**src/rtl/product_reader_pkg.sv**
```systemverilog
// product_reader_pkg: shared state encoding, sizes and the decode-side rotate.
package product_reader_pkg;
  localparam int N_WORDS = 16;
  localparam int DATA_W = 8;
  localparam int KEY_W = 4;
  typedef enum logic [2:0] {IDLE, ADDR, READ, DIV, OUT} state_t;
  function automatic logic [KEY_W-1:0] rotr1(input logic [KEY_W-1:0] v);
    return {v[0], v[KEY_W-1:1]};
  endfunction
endpackage

```
**src/rtl/product_reader_seq_divider.sv**
```systemverilog
// seq_divider: 8-by-4 restoring divider, one quotient bit per cycle, MSB first.
module seq_divider
  import product_reader_pkg::*;
(
  input  logic              clk,
  input  logic              rst,
  input  logic              start,
  input  logic [DATA_W-1:0] dividend,
  input  logic [KEY_W-1:0]  divisor,
  output logic [DATA_W-1:0] quotient,
  output logic [KEY_W-1:0]  remainder,
  output logic              done
);
  logic [DATA_W-1:0] dvd, q;
  logic [KEY_W:0] rem, rem_sh;
  logic [2:0] cnt;
  logic run, ge;
  always_comb begin
    rem_sh = {rem[KEY_W-1:0], dvd[DATA_W-1]};
    ge = rem_sh >= {1'b0, divisor};
  end
  always_ff @(posedge clk) begin
    if (rst) begin
      dvd <= '0;
      q <= '0;
      rem <= '0;
      cnt <= '0;
      run <= 1'b0;
    end else if (start) begin
      dvd <= dividend;
      q <= '0;
      rem <= '0;
      cnt <= '0;
      run <= 1'b1;
    end else if (run) begin
      dvd <= dvd << 1;
      q <= {q[DATA_W-2:0], ge};
      rem <= ge ? rem_sh - {1'b0, divisor} : rem_sh;
      cnt <= cnt + 3'd1;
      run <= cnt != 3'(DATA_W - 1);
    end
  end
  // done is asserted during the last step so the caller can leave its wait state on the same edge
  assign done = run && cnt == 3'(DATA_W - 1);
  assign quotient = q;
  assign remainder = rem[KEY_W-1:0];
endmodule

```
**src/rtl/product_reader.sv**
```systemverilog
// product_reader: scans all words, divides by key, un-rotates and streams checked results.
module product_reader
  import product_reader_pkg::*;
(
  input  logic               clk,
  input  logic               rst,
  input  logic               start,
  input  logic [KEY_W-1:0]   key,
  output logic               rd_en,
  output logic [N_WORDS-1:0] rd_addr,
  input  logic [DATA_W-1:0]  rd_data,
  output logic               out_valid,
  input  logic               out_ready,
  output logic [KEY_W-1:0]   out_index,
  output logic [KEY_W-1:0]   out_num,
  output logic               out_err,
  output logic               busy,
  output logic               done,
  output logic               div0
);
  state_t state, nxt;
  logic [KEY_W-1:0] index, key_r, num;
  logic [DATA_W-1:0] q;
  logic [KEY_W-1:0] rem;
  logic div_done, accept, last;
  seq_divider u_div (
    .clk(clk),
    .rst(rst),
    .start(state == READ),
    .dividend(rd_data),
    .divisor(key_r),
    .quotient(q),
    .remainder(rem),
    .done(div_done)
  );
  always_comb begin
    nxt = state;
    accept = state == OUT && out_valid && out_ready;
    last = index == 4'(N_WORDS - 1);
    case (state)
      IDLE: nxt = start && key != '0 ? ADDR : IDLE;
      ADDR: nxt = READ;
      READ: nxt = DIV;
      DIV: nxt = div_done ? OUT : DIV;
      OUT: nxt = accept ? (last ? IDLE : ADDR) : OUT;
      default: nxt = IDLE;
    endcase
    rd_en = state == ADDR;
    rd_addr = rd_en ? N_WORDS'(1) << index : '0;
    busy = state != IDLE;
    num = rotr1(q[KEY_W-1:0]);
  end
  // the first OUT cycle loads the result registers; out_valid rises one cycle later
  always_ff @(posedge clk) begin
    if (rst) begin
      state <= IDLE;
      index <= '0;
      key_r <= '0;
      out_valid <= 1'b0;
      out_index <= '0;
      out_num <= '0;
      out_err <= 1'b0;
      done <= 1'b0;
      div0 <= 1'b0;
    end else begin
      state <= nxt;
      done <= (state == IDLE && start && key == '0) || (accept && last);
      if (state == IDLE && start) begin
        key_r <= key;
        index <= '0;
        div0 <= key == '0;
      end
      if (state == OUT && !out_valid) begin
        out_valid <= 1'b1;
        out_index <= index;
        out_num <= num;
        out_err <= rem != '0 || q > DATA_W'(N_WORDS - 1) || num != index;
      end
      if (accept) begin
        out_valid <= 1'b0;
        if (!last) index <= index + 1'b1;
      end
    end
  end
endmodule

```
**config.mk**
```make
export PLATFORM = sky130hd
export DESIGN_NAME = product_reader
export DESIGN_NICKNAME = d
export VERILOG_FILES = /design/src/rtl/product_reader_pkg.sv /design/src/rtl/product_reader_seq_divider.sv /design/src/rtl/product_reader.sv
export SDC_FILE = /design/constraint.sdc
export NUM_CORES = 1
export LEC_CHECK = 0
export ABC_AREA = 1
export CORE_UTILIZATION = 56
export CTS_CLUSTER_SIZE = 10
export DETAILED_ROUTE_END_ITERATION = 10
export HOLD_SLACK_MARGIN = 0.03
export PLACE_DENSITY = 0.85
export SLEW_MARGIN = 10
export SYNTH_ARGS = -nofsm -noshare
export SYNTH_HDL_FRONTEND = slang
export SYNTH_HIERARCHICAL = 1
export SYNTH_SLANG_ARGS = --single-unit
```
**constraint.sdc**
```tcl
create_clock -name clk -period 2.42 [get_ports clk]
set_input_delay 0.484 -clock clk [delete_from_list [all_inputs] [get_ports clk]]
set_output_delay 0.484 -clock clk [all_outputs]
set_load 0.005 [all_outputs]
```
* Word level (Yosys, flattened, before mapping)
Index checks and enable logic that the tools add are counted.
** Storage, ports and cells
- Input port bits :: 16
- Output and inout bits :: 30
- Bits in registers :: 47
- Logic and storage cells :: 62
** Cells by class
- $add $sub $neg :: 3
- Eq/ne operators :: 8
- Shift operators :: 1
- $lt $le $gt $ge :: 2
- Mux-type cells :: 14
- Reductions and logical operators :: 20
** Operators with widths (number)
- 2-to-1 mux 16 bit :: 1
- 2-to-1 mux 4 bit :: 4
- 2-to-1 mux 8 bit :: 2
- left shift 1 x 4 -> 16 bit (first input constant) :: 1
- one-hot mux 3 bit (5 select lines) :: 1
- greater-than comparator 8 x 4 -> 1 bit (second input constant) :: 1
- logical AND 1 bit :: 8
- nonzero test 4 bit :: 2
- equality test 3 x 2 -> 1 bit (second input constant) :: 2
- equality test 3 bit (second input constant) :: 2
- 2-to-1 mux 3 bit :: 2
- greater-or-equal comparator 5 x 4 -> 1 bit :: 1
- adder 4 x 1 -> 4 bit (second input constant) :: 1
- equality test 4 bit (second input constant) :: 1
- zero test 4 bit :: 1
- 2-to-1 mux 1 bit :: 4
- inequality test 4 bit :: 1
- OR reduction 2 bit :: 2
- subtractor 4 bit :: 1
- adder 3 x 1 -> 3 bit (second input constant) :: 1
- equality test 3 x 1 -> 1 bit (second input constant) :: 1
- zero test 3 bit :: 1
- logical OR 1 bit :: 3
- inequality test 3 bit (second input constant) :: 1
- other kinds (3) :: 3

* Longest topological paths before layout
- Depth after elaboration :: 5
- Mapped depth :: 12
- Gate-level depth less buffers :: 12

* Modules after synthesis
Netlist, hierarchy kept.
** By module, submodules not included
- product_reader :: cells an instance 182, instances 1, sequential area each 460.4 sq um, area an instance 1231.2 sq um
- seq_divider :: cells an instance 155, instances 1, sequential area each 480.5 sq um, area an instance 1209.9 sq um

* Worst setup path after synthesis
No wires, ideal clock.
- Kind :: register to output
- Start point :: register state[0]
- End point :: output rd_addr[0]
- Cell stages (with the launch flop) :: 5
- Slack :: 0.974 ns
- Path buffers :: 0
- Data required time :: 1.936 ns
- Arrival time :: 0.962 ns
- Cell sequence :: dfxtp_1 > inv_1 > nor3_4 > nand2_1 > nor2_1
** On the way
- Longest elaborated chain between the ends :: 2
** RTL lines
- start, declared :: line product_reader.sv:21 : state_t state, nxt;
- start signal, assigned :: line product_reader.sv:66 : state <= nxt;
- equality test 3 x 1 -> 1 bit :: line product_reader.sv:48 : rd_en = state == ADDR;
- named net rd_en :: line product_reader.sv:9 : output logic rd_en,
- 2-to-1 mux 16 bit :: line product_reader.sv:49 : rd_addr = rd_en ? N_WORDS'(1) << index : '0;
- end, declared :: line product_reader.sv:10 : output logic [N_WORDS-1:0] rd_addr,
The timed path passes the listed nets, and every way through them passes these cells.

* Worst setup path in the final report
- Start point :: register index[1]
- End point :: output rd_addr[7]
** On the way
- Longest elaborated chain between the ends :: 2
** RTL lines
- start, declared :: line product_reader.sv:22 : logic [KEY_W-1:0] index, key_r, num;
- start signal, assigned :: line product_reader.sv:81 : if (!last) index <= index + 1'b1;
- left shift 1 x 4 -> 16 bit :: line product_reader.sv:49
- 2-to-1 mux 16 bit :: line product_reader.sv:49
No other way between the ends.

==> impl_metrics.env <==
export IMPL_synth_avg_cell_area_um2=7.244
export IMPL_clk_pin_slew_ns=0.09
export IMPL_hp_start="u_div/quotient[7]$_SDFFE_PP0P_"
export IMPL_die_w_um=68.03
export IMPL_cp_cell_sequence="ha_1, ha_1, inv_1, nor2_1, clkdlybuf4s50_1"
export IMPL_path_common_cell="ha_1"
export IMPL_syn_instance_count=337
export IMPL_dr_pass1_iters=4
export IMPL_post_route_drc_count=0
export IMPL_drv_cap=0
export IMPL_die_h_um=68.03
export IMPL_pre_cts_slack_ns=0.3483
export IMPL_critPathRequiredTime_ns=1.94
export IMPL_dp_final_hpwl_um=3692
export IMPL_cts_tree="done"
export IMPL_ys_ff_latch=47
export IMPL_yosys_warnings=6
export IMPL_worstHoldPathType="flop to flop"
export IMPL_ys_seq_area_share_pct=38.54
export IMPL_start_util_pct=59.74
export IMPL_track_usage_pct=23.70
export IMPL_syn_area_mm2=0.002441
export IMPL_synth_nets=366
export IMPL_start_kind="flop"
export IMPL_relSlewSlack_pct=70.44
export IMPL_worst_pin_slew_ns=0.4429
export IMPL_port_buffers=45
export IMPL_vdd_ir_drop_max_mv=0.4512
export IMPL_postCtsSetupBuffers=0
export IMPL_route_antenna_remaining_nets=0
export IMPL_worst_slack_ns=0.1234
export IMPL_fin_worst_skew_ns=0.005764
export IMPL_htree_levels=2
export IMPL_ys_top_cells_by_count="78 x nand2_1, 47 x dfxtp_1, 47 x nor2_1"
export IMPL_min_period_ns=2.297
export IMPL_clock_path_buffers=2
export IMPL_p_leak_uw=0.001294
export IMPL_viasPerCell=5.125
export IMPL_drive_above_1_share_pct=8.355
export IMPL_status="finished, final reports clean"
export IMPL_diodes=0
export IMPL_critical_path_max_fanout=7
export IMPL_boundaryPins=46
export IMPL_synth_most_common_cell="nand2_1"
export IMPL_row_count=23
export IMPL_worst_path_buf_inv=2
export IMPL_fin_nets=411
export IMPL_cts_sinks=47
export IMPL_clkLatencyLatePin_ns=0.30
export IMPL_slew_violations=0
export IMPL_finalWirelength_um=4876
export IMPL_crit_path_max_incr_delay_ns=0.50
export IMPL_synth_edff_count=0
export IMPL_finalSetupViolCount=0
export IMPL_crit_family="buffers and inverters"
export IMPL_fmax_mhz=435.4
export IMPL_yosys_top_cells_area="dfxtp_1 39%, nand2_1 12%, nor2_1 7.2%, inv_1 6.6%, a21oi_1 6.4%"
export IMPL_drt_iter0_markers=116
export IMPL_rrSetupSlack_ns=0.80
export IMPL_min_period_over_period_pct=94.90
export IMPL_grt_pass1_vias=1977
export IMPL_die_area_mm2=0.004627
export IMPL_p_per_area_mw_per_mm2=560.1
export IMPL_grt_overflow=0
export IMPL_grt_pass1_wl_um=8300
export IMPL_cp_slowest_cell="clkdlybuf4s50_1"
export IMPL_timing_rr_start="state[1]$_SDFF_PP0_"
export IMPL_synth_top_cell_by_area="dfxtp_1"
export IMPL_cp_startpoint="index[1]$_SDFF_PP0_"
export IMPL_cts_buffers=5
export IMPL_vias=2219
export IMPL_syn2layout_area_growth_pct=22.50
export IMPL_setup_worst_path_class="flop to primary output"
export IMPL_hold_viol_final=0
export IMPL_synthDistinctLibCells=34
export IMPL_async_flop_share_pct=0
export IMPL_synth_ff_type="dfxtp_1"
export IMPL_coreArea_mm2=0.004086
export IMPL_routabilityCongestion=0.8446
export IMPL_setup_tns_ns=0
export IMPL_synth_top_area_share_pct=38.54
export IMPL_wl_per_cell_um=11.26
export IMPL_arrival_ns=1.81
export IMPL_grt_max_degree=18
export IMPL_ctsRootBufferMaster="clkbuf_8"
export IMPL_grt_setup_unrepaired="no"
export IMPL_crit_path_end_kind="primary output"
export IMPL_antenna_found_initial=0
-- worst reg2reg max path, stage by stage (launching register included) --
cell	delay (ns)
dfxtp_1	0.45
inv_1	0.09
nor3_1	0.17
buf_4	0.20
nor2_1	0.07
inv_1	0.34
nor2_1	0.10
nand2_1	0.09
inv_1	0.03
-- cell usage in the layout, fill, tap and decap left out, types with 2 or more instances in the layout --
| cell | n |
|---|---|
| nor2_4 | 2 |
| o221ai_1 | 5 |
| a211oi_1 | 2 |
| nand2_1 | 76 |
| xor2_1 | 2 |
| nand2_2 | 5 |
| nor2_1 | 47 |
| buf_4 | 3 |
| clkinvlp_4 | 2 |
| o21ai_1 | 4 |
| nand3_1 | 13 |
| nor3_1 | 5 |
| o21ai_0 | 13 |
| a21oi_1 | 31 |
| nand2_4 | 4 |
| inv_2 | 2 |
| clkdlybuf4s50_1 | 45 |
| dfxtp_1 | 45 |
| dfxtp_2 | 2 |
| ha_1 | 12 |
| inv_1 | 43 |
| clkbuf_8 | 5 |
| a31oi_1 | 2 |
| nand3_2 | 2 |
-- cell families (layout without fill, tap and decap cells) --
group | count (synthesis) | after routing | share of synthesized area (%)
buf+inv | 56 | 102 | 10.46
compound gates | 59 | 59 | 13.43
fa+ha+maj | 13 | 13 | 6.971
xor+xnor | 3 | 3 | 1.077
simple gates | 159 | 159 | 29.52
flops | 47 | 47 | 38.54
-- per-layer routing --
metal,routed length (um),GRT usage (%)
met4,70,8.333
met2,2415,41.05
met1,2208,28.66
met5,0,0
met3,182,5.000
-- flip-flops by register name, summed over array words and instances, names as in the netlist --
name,cells
div0,1
done,1
index,4
key_r,4
out_err,1
out_index,4
out_num,4
out_valid,1
state,3
u_div/cnt,3
u_div/dvd,8
u_div/quotient,8
u_div/rem,4
u_div/run,1
-- power breakdown --
group / leakage, uW / internal (uW) / total [uW] / switching, uW
clock: 0.0000402 / 201 / 470 / 269
sequential: 0.000383 / 819 / 857 / 37.6
combinational: 0.000871 / 142 / 348 / 206
-- metrics by stage --
stage	power [uW]	area (um2)	cells	hold WS [ns]	util, %
after floorplan	1134	2441	337	0.4374	-
after global placement	1210	2894	425	0.4508	70.82
after detailed placement	1220	2894	425	0.4575	70.82
after CTS	1688	2983	433	0.4721	72.99
after global routing	1772	2990	433	0.4918	73.18
final	1675	2990	433	0.4725	73.18
-- final cells by class --
type | instances | area (um2)
clock buffer | 5 | 68.82
clock inverter | 3 | 20.02
fill | 346 | 1096
inverter | 46 | 172.7
multi-input combinational | 234 | 1250
sequential | 47 | 943.4
tap | 50 | 62.56
timing repair buffer | 48 | 473.0
-- path summary, 6_finish.rpt --
kind,endpoint,depth (start not counted)
worst max-delay path,rd_addr[7],5
worst min-delay path,u_div/quotient[7]$_SDFFE_PP0P_,2
worst max register to register,u_div/rem[3]$_SDFFE_PP0P_,8
worst min register to register,u_div/quotient[7]$_SDFFE_PP0P_,2
-- timing repair --
action / in CTS / in global routing
gates resized for setup: 0 / 4
setup endpoints to repair: 0 / 16
hold buffers: 0 / 0
Note: power is estimated with default switching activity, not from simulation.
